`config.mk`:
```
export PLATFORM = sky130hd
export DESIGN_NAME = sdp_ram_be_init
export DESIGN_NICKNAME = d
export VERILOG_FILES = /design/src/rtl/sdp_ram_be_init.sv
export SDC_FILE = /design/constraint.sdc
export NUM_CORES = 1
export LEC_CHECK = 0
export ABC_AREA = 1
export BUFFER_PORTS_ARGS = -buffer_cell sky130_fd_sc_hd__buf_2
export CAP_MARGIN = 20
export CORE_MARGIN = 2
export CORE_UTILIZATION = 45
export DETAILED_ROUTE_END_ITERATION = 12
export HOLD_SLACK_MARGIN = 0.03
export PLACE_DENSITY = 0.62
export SYNTH_ARGS = -nofsm -noshare
export SYNTH_HDL_FRONTEND = slang
export SYNTH_SLANG_ARGS = --single-unit
```
`constraint.sdc`:
```
create_clock -name clk -period 2.55 [get_ports clk]
set_clock_uncertainty 0.15 [all_clocks]
set_input_delay 0.51 -clock clk [delete_from_list [all_inputs] [get_ports clk]]
set_output_delay 0.51 -clock clk [all_outputs]
set_load 0.02 [all_outputs]
```
`src/rtl/sdp_ram_be_init.sv`:
```
// sdp_ram_be_init
//   Simple dual-port RAM (one write port, one read port, single clock) with
//   per-byte write enables, a registered read with valid strobe, an optional
//   second output register and a hardware clear of every word to INIT_VAL
//   after reset.
//
// Optional feature macro: SDP_RAM_WR_BYPASS_EN
//   Defined   : same-edge read/write to the same in-range address returns
//               write-first data (enabled lanes take wd, others old contents).
//   Undefined : read-first; no bypass logic is built.
//
// Ports
//   clk        in   clock, rising edge
//   rst_n      in   asynchronous active-low reset
//   init_busy  out  high in reset and while the clear sequence runs
//   we         in   write enable
//   be         in   byte-lane enables (NB = DWIDTH/BWIDTH)
//   wa         in   write address
//   wd         in   write data
//   re         in   read enable
//   ra         in   read address
//   rd         out  read data (holds between reads)
//   rd_valid   out  one-cycle strobe marking fresh rd
module sdp_ram_be_init #(
  parameter int unsigned          DWIDTH   = 16,
  parameter int unsigned          BWIDTH   = 8,
  parameter int unsigned          AWIDTH   = 4,
  parameter int unsigned          DEPTH    = 16,
  parameter int unsigned          OUT_REG  = 0,
  parameter logic [DWIDTH-1:0]    INIT_VAL = '0
) (
  input  logic                       clk,
  input  logic                       rst_n,
  output logic                       init_busy,
  input  logic                       we,
  input  logic [DWIDTH/BWIDTH-1:0]   be,
  input  logic [AWIDTH-1:0]          wa,
  input  logic [DWIDTH-1:0]          wd,
  input  logic                       re,
  input  logic [AWIDTH-1:0]          ra,
  output logic [DWIDTH-1:0]          rd,
  output logic                       rd_valid
);

  localparam int unsigned       NB       = DWIDTH / BWIDTH;
  localparam logic [AWIDTH:0]   LP_DEPTH = (AWIDTH + 1)'(DEPTH);
  localparam logic [AWIDTH-1:0] LP_LAST  = AWIDTH'(DEPTH - 1);

  typedef enum logic {
    ST_INIT,
    ST_READY
  } state_t;

  state_t              r_state;
  state_t              w_state_nxt;
  logic [AWIDTH-1:0]   r_cnt;
  logic                r_busy;
  logic [DWIDTH-1:0]   r_mem [DEPTH];

  logic                w_ready;
  logic                w_wr_ok;
  logic                w_rd_in_range;
  logic                w_rd_fire;
  logic [DWIDTH-1:0]   w_rd_word;
  logic [DWIDTH-1:0]   w_rd_data;

  logic [DWIDTH-1:0]   r_rd1;
  logic                r_v1;

  // ---------------------------------------------------------------------------
  // Clear-sequence FSM
  // ---------------------------------------------------------------------------
  always_comb begin
    w_state_nxt = r_state;
    case (r_state)
      ST_INIT:  if (r_cnt == LP_LAST) w_state_nxt = ST_READY;
      ST_READY: w_state_nxt = ST_READY;
      default:  w_state_nxt = ST_INIT;
    endcase
  end

  always_ff @(posedge clk or negedge rst_n) begin
    if (!rst_n) begin
      r_state <= ST_INIT;
      r_cnt   <= '0;
      r_busy  <= 1'b1;
    end else begin
      r_state <= w_state_nxt;
      r_busy  <= (w_state_nxt == ST_INIT);
      if (r_state == ST_INIT) r_cnt <= r_cnt + AWIDTH'(1);
    end
  end

  assign init_busy = r_busy;

  // ---------------------------------------------------------------------------
  // Storage: clear writes own the port during INIT, user writes afterwards.
  // Out-of-range write addresses are dropped.
  // ---------------------------------------------------------------------------
  assign w_ready       = (r_state == ST_READY);
  assign w_wr_ok       = w_ready & we & ({1'b0, wa} < LP_DEPTH);
  assign w_rd_in_range = ({1'b0, ra} < LP_DEPTH);
  assign w_rd_fire     = w_ready & re;

  always_ff @(posedge clk) begin
    if (r_state == ST_INIT) begin
      r_mem[r_cnt] <= INIT_VAL;
    end else if (w_wr_ok) begin
      for (int unsigned i = 0; i < NB; i++) begin
        if (be[i]) r_mem[wa][i*BWIDTH +: BWIDTH] <= wd[i*BWIDTH +: BWIDTH];
      end
    end
  end

  assign w_rd_word = w_rd_in_range ? r_mem[ra] : INIT_VAL;

`ifdef SDP_RAM_WR_BYPASS_EN
  // Write-first: merge the enabled lanes of the concurrent write into the
  // word being read so the result matches what the array will hold.
  always_comb begin
    w_rd_data = w_rd_word;
    if (w_wr_ok && (wa == ra)) begin
      for (int unsigned i = 0; i < NB; i++) begin
        if (be[i]) w_rd_data[i*BWIDTH +: BWIDTH] = wd[i*BWIDTH +: BWIDTH];
      end
    end
  end
`else
  always_comb begin
    w_rd_data = w_rd_word;
  end
`endif

  // ---------------------------------------------------------------------------
  // Read pipeline
  // ---------------------------------------------------------------------------
  always_ff @(posedge clk or negedge rst_n) begin
    if (!rst_n) begin
      r_rd1 <= '0;
      r_v1  <= 1'b0;
    end else begin
      r_v1 <= w_rd_fire;
      if (w_rd_fire) r_rd1 <= w_rd_data;
    end
  end

  if (OUT_REG != 0) begin : g_oreg
    logic [DWIDTH-1:0] r_rd2;
    logic              r_v2;

    always_ff @(posedge clk or negedge rst_n) begin
      if (!rst_n) begin
        r_rd2 <= '0;
        r_v2  <= 1'b0;
      end else begin
        r_v2 <= r_v1;
        if (r_v1) r_rd2 <= r_rd1;
      end
    end

    assign rd       = r_rd2;
    assign rd_valid = r_v2;
  end else begin : g_noreg
    assign rd       = r_rd1;
    assign rd_valid = r_v1;
  end

endmodule
```
Yosys cells after proc, flatten, opt, wreduce, memory -nomap -nowiden. Memory sizes are Yosys's and may differ from the RTL's. A register that Yosys moved wholly into a read port is not among the register bits. Index checks and enable logic that the tools add are counted.

Bits in registers: 7. Output and inout bits: 18. Word-level logic and storage cells: 27. Bits in writable memories: 256. Input bits: 30. Memories: 1.

Memory list: r_mem (words 16, bits a word 16, read ports 1, clocked after memory_dff 1, wr ports 1, line 58) `logic [DWIDTH-1:0] r_mem [DEPTH];`.

Reductions and logical operators: 2. Equality and inequality tests: 1. Mux-type cells: 14. Bitwise gates (word level): 4. Add/subtract/negate cells: 1.

Operators by type and width (number): 16-bit two-way mux (1); 16-bit OR reduction (1); 1-bit two-way mux (10); 4-bit by 1-bit adder with 4-bit output (second input constant) (1); 4-bit == test (second input constant) (1); 4-bit two-way mux (1); 1-bit AND (2); 2-bit two-way mux (1); 1-bit inverter (2); 1-bit case mux with 2 select lines (1); 1-bit logical NOT (1).

Depth between registers and ports, before layout.
Word-level depth: 6. Gate-level depth with buffers: 11.

Worst setup path after synthesis. Ideal clock, no wire load.

Kind: input to register. Start: input we. End: memory r_mem[14][0], enable pin. Stages: 8. Path buffers: 1. Required time: 2.030 ns. Arrival: 1.590 ns. Path slack: 0.440 ns. Path through: nand2_1 > o21bai_4 > buf_6 > nand2_1 > o21ai_2 > nor2_4 > nand2_1 > nor2_1.

Cells in the longest elaborated chain, start to end: 6. Elaborated cells on any way between the ends: 10. Those cells by class: 8 x mux; 1 x bitwise; 1 x reduce/logical.

Ends and longest elaborated chain: start: declaration (line 35) `input logic we,`; 1-bit AND * (line 101) `assign w_wr_ok = w_ready & we & ({1'b0, wa} < LP_DEPTH);`; 1-bit two-way mux (line 108) `end else if (w_wr_ok) begin`; 1-bit two-way mux (line 106) `if (r_state == ST_INIT) begin`; 1-bit two-way mux (not written as such) (line 110) `if (be[i]) r_mem[wa][i*BWIDTH +: BWIDTH] <= wd[i*BWIDTH +: BWIDTH];`; 16-bit OR reduction (no source line); 4-bit two-way mux (no source line) or 2-bit two-way mux (tied branches); end: declaration (line 58).

Mark *: on every way between the ends. The rest lies on a longest branch, timed or not.

Worst setup path after layout.
Start: register r_state. End: memory r_mem[2][0], enable pin.

Cells in the longest elaborated chain, start to end: 6. Elaborated cells on any way between the ends: 11. Those cells by class: 9 x mux; 1 x bitwise; 1 x reduce/logical.

Ends and longest elaborated chain: start: declaration (line 54) `state_t r_state;`; start signal: assignment (line 88) `r_state <= w_state_nxt;`; 1-bit AND (line 101); 1-bit two-way mux (line 108); 1-bit two-way mux (line 106); 1-bit two-way mux (not written as such) (line 110); 16-bit OR reduction (no source line); 4-bit two-way mux (no source line) or 2-bit two-way mux (tied branches).

Parallel ways exist; a longest one is shown, timed or not.

==> results.md <==
* Top cells by area, synth: edfxtp_1 (67%), nand2_1 (13%), nand3_1 (8.3%)
* Worst-skew pair later-pin latency at around 0.52 ns
* Data arrival, critical path at 2.13 ns
* Remaining routing DRC violations at 0
* Fin crit share at between 80% and 90%
* Post-DP Area at 0.01244 mm²
* Min-delay src: re
* Power after layout at 9.620 mW
* Total Routing Usage GR at 20.13%
* Setup repair bufs after CTS at 0
* CP Class: flop to flop
* Cts bufs inserted at 26
* CP endpoint kind: flop
* WL final at roughly 27000 µm
* Metal-1 WL at 12800 µm
* Maximum VDD drop at between 0.4 and 0.5 mV
* Reg power frac at 52.6%
* Die Height at 164.2 µm
* Yosys cell types at 25
* Crit-path most repeated cell: nand2_1
* Peak per-stage delay on the critical path at around 0.4 ns
* TritonCTS clock tree: done
* Max Cap Viol at 0
* Clock buffer depth at 3
* Syn Std Cell Area at 0.01155 mm²
* Number of diodes at 0
* Fmax at 488.5 MHz
* Routability cong. at between 0.8 and 0.9
* LEAKAGE at 5.483 nW
* Critical path buffer and inverter count at 1
* Core Region at 0.02518 mm²
* Metal3 WL at 2048 µm
* Row count at 58
* Layout cells sized above 1 at 14.37%
* Final setup TNS at 0 ns
* Fillers at 2116
* Initial antenna violation count at 0
* Global-route wire length before repair at 40980 µm
* Setup-failing EPs final at 0
* Routed via count at 7574
* Top Layer Used: met4
* Final-report max-slew violation count at 0
* Commonest cells after routing, fill and taps aside: nand2_1 (412), edfxtp_1 (256), nand3_1 (192), buf_4 (59), nor2_1 (48)
* Met2 wire len at 11210 µm
* Minimum clock period at 2.047 ns
* Origin of the critical flop-to-flop path: r_state
* Vias in the first global route at 7240
* Cell Pwr Density at 722.5 mW/mm²
* Cell area after layout at approximately 0.013 mm²
* Crit path launch: r_state
* Resize count post-CTS at 0
* Die ar. at around 0.027 mm²
* Crit path max-delay cell type: dfrtp_1
* Critical path required time at 2.63 ns
* Synth Area per Inst at 11.02 µm²
* Commonest non-fill, non-tap cell in the layout: nand2_1
* Hold Crit Class: input pin to flop
* Yosys top cell area share at 66.56%
* RSZ-0062 raised after global routing: no
* Cell family with most CP delay: simple AND/OR/NAND/NOR gates
* Final Hold Viols at 0
* Outcome: finished, final reports clean
* Combinational share of power at 7.2%
* Initial DRC Count at 644
* Gr ovfl total at 0
* DR pass1 iterations at 5
* CTS H-Tree Depth at 1
* Slew headroom at between 50% and 60%
* Post-route ant nets at 0
* Die width at 164.2 µm
* Clock root buffer: clkbuf_16
* Switching part of the total at about 22%
* Starting Density at between 40% and 50%
* HPWL Detailed at 17390 µm
* Vias per cell at 5.124
* Internal power consumption at 7.480 mW
* Syn nets at 1079
* Worst-path fanout max at 17
* Ys Warns at 0
* IO Pins at 48
* Worst-margin pin slew at 0.6097 ns
* Clock share of power at 40.2%
* Number of buffers added on ports at 47
* Non-filler instance count after layout at approximately 1500
* Register area share after synthesis at between 70% and 80%
* Yosys top cell by area: edfxtp_1
* DR WL/cell at about 18 µm
* Reg clk slew, reported paths at 0.07 ns
* Psw at 2.139 mW
* Largest net degree at the start of global routing at about 130
* Final core utilization at roughly 53%
* Layout Area Growth over Synthesis at 15.27%
* Yosys reg bits at around 280
* CP cell instances: nand2_1 -> o21bai_4 -> nand2_1 -> o21ai_1 -> nor2_2 -> nand2_1 -> nor2_1 -> buf_4
* Inst Count DP at roughly 1400
* Cell count after synthesis at 1048
* Startpoint Class: flop
* Nets at approximately 1200
* Clock sinks at 279
-- worst paths after layout --
kind                            slack [ns]     endpoint  cells after the start
worst max-delay path                  0.50  r_mem[2][0]                      8
worst min-delay path                  0.32        rd[0]                      5
worst max register to register        0.50  r_mem[2][0]                      8
worst min register to register        0.32       rd[14]                      2
max in group asynchronous             1.53    init_busy                      2
min in group asynchronous             0.35       rd[10]                      2
-- state kept, by name, summed over array words and instances (netlist names) --
register   flops
r_mem        256
rd            16
init_busy      1
r_state        1
rd_valid       1
r_cnt          4
-- logic make-up after synthesis --
logic type / after synthesis / synth area share (%)
flip-flops: 279 / 71.55
XOR/XNOR: 3 / 0.2275
buffers and inverters: 91 / 3.434
AO/OA/AOI/OAI: 13 / 0.8341
adder cells (fa/ha/maj): 1 / 0.1083
AND/OR/NAND/NOR: 661 / 23.84
-- power groups by stage --
stage	logic (mW)	clock network, mW	registers, mW
after floorplan	0.373	0	5.19
after global placement	0.688	0	5.16
after detailed placement	0.697	0	5.16
after CTS	0.700	3.92	5.06
after global routing	0.769	4.07	5.06
final	0.697	3.86	5.06
-- stage by stage --
| step | hold WS [ns] | setup WS [ns] |
|---|---|---|
| 2_1_floorplan | 0.06441 | 0.4397 |
| 3_3_place_gp | 0.3107 | 0.3039 |
| 3_5_place_dp | 0.3096 | 0.2560 |
| 4_1_cts | 0.3087 | 0.5081 |
| 5_1_grt | 0.3447 | 0.2978 |
| 6_report | 0.3179 | 0.5031 |
-- area by class of cell --
class                      count  area, µm²  share of cell area (%)
clock buffer                  38      747.0                   5.610
clock inverter                10      112.6                  0.8458
inverter                      33      125.1                  0.9398
multi-input combinational    678       2889                   21.70
sequential                   279       8264                   62.07
tap                          330      412.9                   3.101
timing repair buffer         110      763.2                   5.733
-- Yosys cell counts --
cell      number
inv_1         31
xnor2_1        1
xor2_1         2
buf_1          2
dfrtp_1       22
o21ai_2        4
clkinv_1       1
o21ai_0        1
o21bai_4       1
nor2_4         2
nand4_1        1
nand3_1      192
nor2_2         6
o31ai_1        1
buf_2         38
nor2_1        48
clkbuf_1      17
a21oi_1        2
edfxtp_1     256
ha_1           1
inv_2          1
o21ai_1        4
nand2_1      412
buf_6          1
dfstp_2        1
-- per-layer routing --
| metal | GRT usage (%) | vias to the layer above |
|---|---|---|
| met3 | 3.056 | 37 |
| met4 | 5.542 | 0 |
| met5 | 0 | - |
| li1 | - | 3715 |
| met2 | 29.16 | 314 |
| met1 | 31.56 | 3508 |
-- what timing repair did --
action	4_1_cts	5_1_grt
setup endpoints to repair	0	0
hold buffers	1	0
hold endpoints to repair	22	0
-- worst min-delay path: stages --
cell and delay [ns]:
buf_2 0.07, nand2_1 0.06, buf_4 0.20, nand2_1 0.07, nand2_1 0.04
Note: power is estimated with default switching activity, not from simulation.
